$ cat config.mk
export PLATFORM = sky130hd
export DESIGN_NAME = regfile_test_loader
export DESIGN_NICKNAME = d
export VERILOG_FILES = /design/src/rtl/regfile_test_loader.sv
export SDC_FILE = /design/constraint.sdc
export NUM_CORES = 1
export LEC_CHECK = 0
export ABC_AREA = 0
export CORE_MARGIN = 3
export CORE_UTILIZATION = 45
export CTS_CLUSTER_SIZE = 12
export DETAILED_ROUTE_END_ITERATION = 7
export GPL_TIMING_DRIVEN = 0
export HOLD_SLACK_MARGIN = 0.08
export PLACE_DENSITY = 0.92
export SLEW_MARGIN = 0
export SYNTH_ARGS = -nofsm -noshare
export SYNTH_HDL_FRONTEND = slang
export SYNTH_SLANG_ARGS = --single-unit
$ cat constraint.sdc
create_clock -name clock -period 3.7 [get_ports clock]
set_clock_uncertainty 0.1 [all_clocks]
set_input_delay 0.74 -clock clock [delete_from_list [all_inputs] [get_ports clock]]
set_output_delay 0.74 -clock clock [all_outputs]
set_load 0.01 [all_outputs]
$ cat src/rtl/regfile_test_loader.sv
// regfile_test_loader
//   Preloads the processor register file through the skeleton's test port.
//   (register, value) entries arrive on a valid/ready stream. Each entry is
//   written while test is held high. When VERIFY is set, the entry is then
//   read back through port A and compared against the value written.
//
// Parameters
//   VERIFY    1: read back and compare every non-r0 write, 0: write only
//   READ_LAT  cycles readRegA is held before t_data_readRegA is sampled (1..7)
//
// Ports
//   clock, reset        system clock; synchronous active-low reset
//   ld_valid/ld_ready   entry handshake; ld_reg, ld_data, ld_last carry the entry
//   test                selects the test-port inputs into the regfile
//   t_ctrl_writeEnable, t_ctrl_writeReg, t_data_writeReg   regfile write port
//   t_ctrl_readRegA, t_data_readRegA                       read-back port
//   t_ctrl_readRegB     tied to 0
//   busy, done          session in progress / one-cycle end-of-session pulse
//   mismatch, mismatch_reg   sticky read-back error and first failing register
//   err_r0              sticky: an entry targeted r0
//   write_count         writes performed this session, saturating at 63
//
// state    | meaning
// ---------+-----------------------------------------------------------
// S_IDLE   | no session; test low; first handshake clears the flags
// S_ACCEPT | session open; test held high, waiting for the next entry
// S_WRITE  | one-cycle write of the latched entry (suppressed for r0)
// S_READ   | READ_LAT cycles addressing the entry on port A, then compare
// S_DONE   | one-cycle done pulse; test drops on return to idle
module regfile_test_loader #(
  parameter bit          VERIFY   = 1'b1,
  parameter int unsigned READ_LAT = 1
) (
  input  logic        clock,
  input  logic        reset,
  input  logic        ld_valid,
  output logic        ld_ready,
  input  logic [4:0]  ld_reg,
  input  logic [31:0] ld_data,
  input  logic        ld_last,
  output logic        test,
  output logic        t_ctrl_writeEnable,
  output logic [4:0]  t_ctrl_writeReg,
  output logic [31:0] t_data_writeReg,
  output logic [4:0]  t_ctrl_readRegA,
  output logic [4:0]  t_ctrl_readRegB,
  input  logic [31:0] t_data_readRegA,
  output logic        busy,
  output logic        done,
  output logic        mismatch,
  output logic [4:0]  mismatch_reg,
  output logic        err_r0,
  output logic [5:0]  write_count
);

  typedef enum logic [2:0] {
    S_IDLE,
    S_ACCEPT,
    S_WRITE,
    S_READ,
    S_DONE
  } state_t;

  state_t      state;
  state_t      state_nxt;
  logic [4:0]  reg_q;
  logic [31:0] data_q;
  logic        last_q;
  logic [2:0]  lat_cnt;
  logic        accept;
  logic        read_tc;
  logic        reg_nz;

  // ld_ready depends on state alone, so the handshake never loops back
  // through the next-state logic.
  assign ld_ready        = (state == S_IDLE) || (state == S_ACCEPT);
  assign accept          = ld_valid && ld_ready;
  assign reg_nz          = (reg_q != 5'd0);
  assign read_tc         = (state == S_READ) && (lat_cnt == 3'd0);
  assign t_ctrl_readRegB = 5'd0;

  always_ff @(posedge clock) begin
    if (!reset) begin
      state        <= S_IDLE;
      reg_q        <= 5'd0;
      data_q       <= 32'd0;
      last_q       <= 1'b0;
      lat_cnt      <= 3'd0;
      mismatch     <= 1'b0;
      mismatch_reg <= 5'd0;
      err_r0       <= 1'b0;
      write_count  <= 6'd0;
    end else begin
      state <= state_nxt;

      if (accept) begin
        reg_q  <= ld_reg;
        data_q <= ld_data;
        last_q <= ld_last;
      end

      // Flags from the previous session stay visible until a new one starts.
      if (accept && (state == S_IDLE)) begin
        mismatch     <= 1'b0;
        mismatch_reg <= 5'd0;
        err_r0       <= 1'b0;
        write_count  <= 6'd0;
      end

      if (state == S_WRITE) begin
        if (!reg_nz) begin
          err_r0 <= 1'b1;
        end else if (write_count != 6'd63) begin
          write_count <= write_count + 6'd1;
        end
        // Down-counter: the compare happens on the edge where it reads 0.
        lat_cnt <= 3'(READ_LAT - 1);
      end else if ((state == S_READ) && (lat_cnt != 3'd0)) begin
        lat_cnt <= lat_cnt - 3'd1;
      end

      if (read_tc && (t_data_readRegA != data_q)) begin
        mismatch <= 1'b1;
        if (!mismatch) begin
          mismatch_reg <= reg_q;
        end
      end
    end
  end

  always_comb begin
    state_nxt          = state;
    test               = 1'b0;
    busy               = 1'b0;
    done               = 1'b0;
    t_ctrl_writeEnable = 1'b0;
    t_ctrl_writeReg    = 5'd0;
    t_data_writeReg    = 32'd0;
    t_ctrl_readRegA    = 5'd0;

    case (state)
      S_IDLE: begin
        if (accept) state_nxt = S_WRITE;
      end
      S_ACCEPT: begin
        test = 1'b1;
        busy = 1'b1;
        if (accept) state_nxt = S_WRITE;
      end
      S_WRITE: begin
        test               = 1'b1;
        busy               = 1'b1;
        t_ctrl_writeEnable = reg_nz;
        t_ctrl_writeReg    = reg_q;
        t_data_writeReg    = data_q;
        if (VERIFY && reg_nz) state_nxt = S_READ;
        else if (last_q)      state_nxt = S_DONE;
        else                  state_nxt = S_ACCEPT;
      end
      S_READ: begin
        test            = 1'b1;
        busy            = 1'b1;
        t_ctrl_readRegA = reg_q;
        if (lat_cnt == 3'd0) state_nxt = last_q ? S_DONE : S_ACCEPT;
      end
      S_DONE: begin
        test      = 1'b1;
        busy      = 1'b1;
        done      = 1'b1;
        state_nxt = S_IDLE;
      end
      default: state_nxt = S_IDLE;
    endcase
  end

endmodule

==> run summary <==
Cell count after synthesis: 375
Outcome: complete, no violations
CP startpoint: state[1]
Initial cell density of the core: 0.471
Clk Latency, worst-skew pair: 330 ps
Root buf cell: clkbuf_8
H-tree depth: 3
Reg-to-reg startpoint: data_q[1]
Final setup fails: 0
Final Max Tran Viols: 0
GPL Wtd Cong: 0.867
Die Span Y: 88.2 um
PortBufs: 132
P_sw: 405 uW
DRC Markers: 0
First-pass GRT wire length: 14,800 um
Layout cells sized above 1: 0.0569
Number of global-route vias before repair: 3,090
Design Area, Final: 4680 um2
Sequential share of power: 0.425
Crit path DAT: 2630 ps
Max frequency: 289 MHz
Worst slew pin tran: 572 ps
Fin util: 0.725
TritonCTS clock tree: yes
Register area: 1140 um2
Sw frac: 0.255
Leak: 1.68 nW
Synthesized flop and latch total: 57
Clock Sinks: 57
Min-Delay Path Class: reg -> reg
WL/cell: 15.4 um
Gr usage total: 0.250
PD cells: 339 nW/um2
Die X-Extent: 88.2 um
Setup_tns: 0 ps
FILL cells: 517
Final Hold Viols: 0
Nets@finish: 598
Crit Path Class: reg -> out
ANT nets after route: 0
Clock power share: 0.381
YS warnings: 0
Number of diodes: 0
Layout area overhead: 53.9%
Worst Setup Start Kind: register
Final min period: 3470 ps
Avg Cell Area, Syn: 8.11 um2
Synth unique cells: 39
Total CTS buffers: 9
Mapped Area: 3040 um2
Comb pwr share: 0.195
Hold Startpoint: err_r0
Max Buffers Root-to-Sink: 2
Most common cell after layout, fill and taps aside: clkdlybuf4s50_1
Die area: 7780 um2
Multi-input logic area: 1760 um2
DP Worst Slack: 589 ps
Final Power: 1.59 mW
Int Power: 1.18 mW
Max FFs per register: 32
RSZ-0062 raised after global routing: no
Hpwl dp: 7170 um
Max FO, Critical Path: 10
Final Worst Setup Slack: 234 ps
Initial antenna violation count: 0
Most frequent cells in the layout: clkdlybuf4s50_1 (132), nand2_1 (89), dfxtp_1 (57)
Post-CTS setup buffer count: 0
Max-Cap Viols: 0
Core Region: 6460 um2
Pin count of the biggest net entering global routing: 11
Critical Path Sink Type: output port
CTS resizes: 0
Boundary pin count: 138
Clk slew on worst S/H paths: 60 ps
Max transition margin: 0.619
R2r setup slk: 1810 ps
Sequential-to-total area share from yosys stat: 0.375
DRT iter0 DRCs: 95
Cell row count: 29
Placed cell areas: 4470 um2
Final Cycle Share: 0.937
Total gr overflow: 0
WP data required: 2860 ps
DRT Pass-1 Iters: 4
CTS Hold Bufs: 0
Final WL: 9300 um
Peak supply drop: 242 uV
Via/cell ratio: 5.11
Vias: 3,084
==> cell usage after synthesis <==
cell type,count,share of area
buf_2,5,0.0082
dfxtp_1,57,0.38
a2111oi_0,1,0.0029
buf_1,1,0.0012
a21oi_2,1,0.0029
nand2b_1,3,0.0062
or3_1,2,0.0041
o21ai_0,2,0.0033
mux2i_1,6,0.020
a21oi_1,4,0.0066
or2_0,1,0.0021
ha_1,3,0.012
nor3b_4,1,0.0062
nand3b_1,2,0.0049
nor4_1,4,0.0082
nor3_1,2,0.0033
a211oi_1,1,0.0025
buf_4,6,0.015
a21boi_1,2,0.0049
o21a_1,3,0.0074
nor3b_1,1,0.0025
nand2_2,1,0.0021
nand4_1,8,0.016
o211ai_1,2,0.0049
a41oi_1,1,0.0029
nand3_1,11,0.018
nor2_1,7,0.0086
xnor2_1,35,0.10
inv_2,1,0.0012
conb_1,1,0.0012
inv_1,7,0.0086
a21bo_4,1,0.0053
and3b_1,1,0.0029
and2_1,43,0.088
a21boi_0,43,0.11
nand2_1,89,0.11
clkbuf_1,14,0.017
and3_1,1,0.0021
a2111o_1,1,0.0037
==> worst paths after layout <==
kind	endpoint	cells after the start
setup / recovery	t_data_writeReg[21]	5
setup reg to reg	mismatch_reg[4]	5
hold / removal	err_r0	2
hold reg to reg	err_r0	2
==> logic make-up (layout without fill, tap and decap cells) <==
logic type,count (synthesis),count (layout),synth area share
xor gates and xnor gates,35,35,0.101
DFF,57,57,0.375
muxes,6,6,0.0197
AOI/OAI and AO/OA,62,62,0.153
and+or+nand+nor,177,177,0.286
other,1,5,0.00123
adders and majority gates,3,3,0.0123
buffers and inverters,34,182,0.0514
==> final cells by class <==
type                       count  share of cell area
clock buffer                  14              0.0369
buffer                        26              0.0270
sequential                    57               0.244
inverter                       8             0.00641
multi-input combinational    288               0.376
clock inverter                 2             0.00748
tap                           77              0.0206
timing repair buffer         132               0.282
==> metal layers <==
| metal | wire [um] | GRT usage |
|---|---|---|
| met2 | 4540 | 0.426 |
| met3 | 570 | 0.0605 |
| met1 | 3970 | 0.297 |
| met4 | 220 | 0.111 |
| met5 | 0 | 0 |
==> power groups by stage <==
stage	combinational, mW	sequential (mW)	clock, mW
final	0.309	0.675	0.605
after global routing	0.338	0.679	0.641
after CTS	0.310	0.674	0.614
after detailed placement	0.308	0.688	0
after global placement	0.301	0.686	0
after floorplan	0.152	0.680	0
==> critical path, cell delays in order (launching register included) <==
cell             delay, ps
dfxtp_1                450
nor3b_4                280
clkbuf_1               450
clkbuf_1               370
and2_1                 210
clkdlybuf4s50_1        540
==> through the flow <==
| step | hold slack (ps) | cells |
|---|---|---|
| floorplan | 357 | 379 |
| global placement | 360 | 588 |
| detailed placement | 367 | 588 |
| CTS | 372 | 604 |
| global route | 401 | 604 |
| finish | 367 | 604 |
No activity file was read; power rests on OpenSTA's default activity.
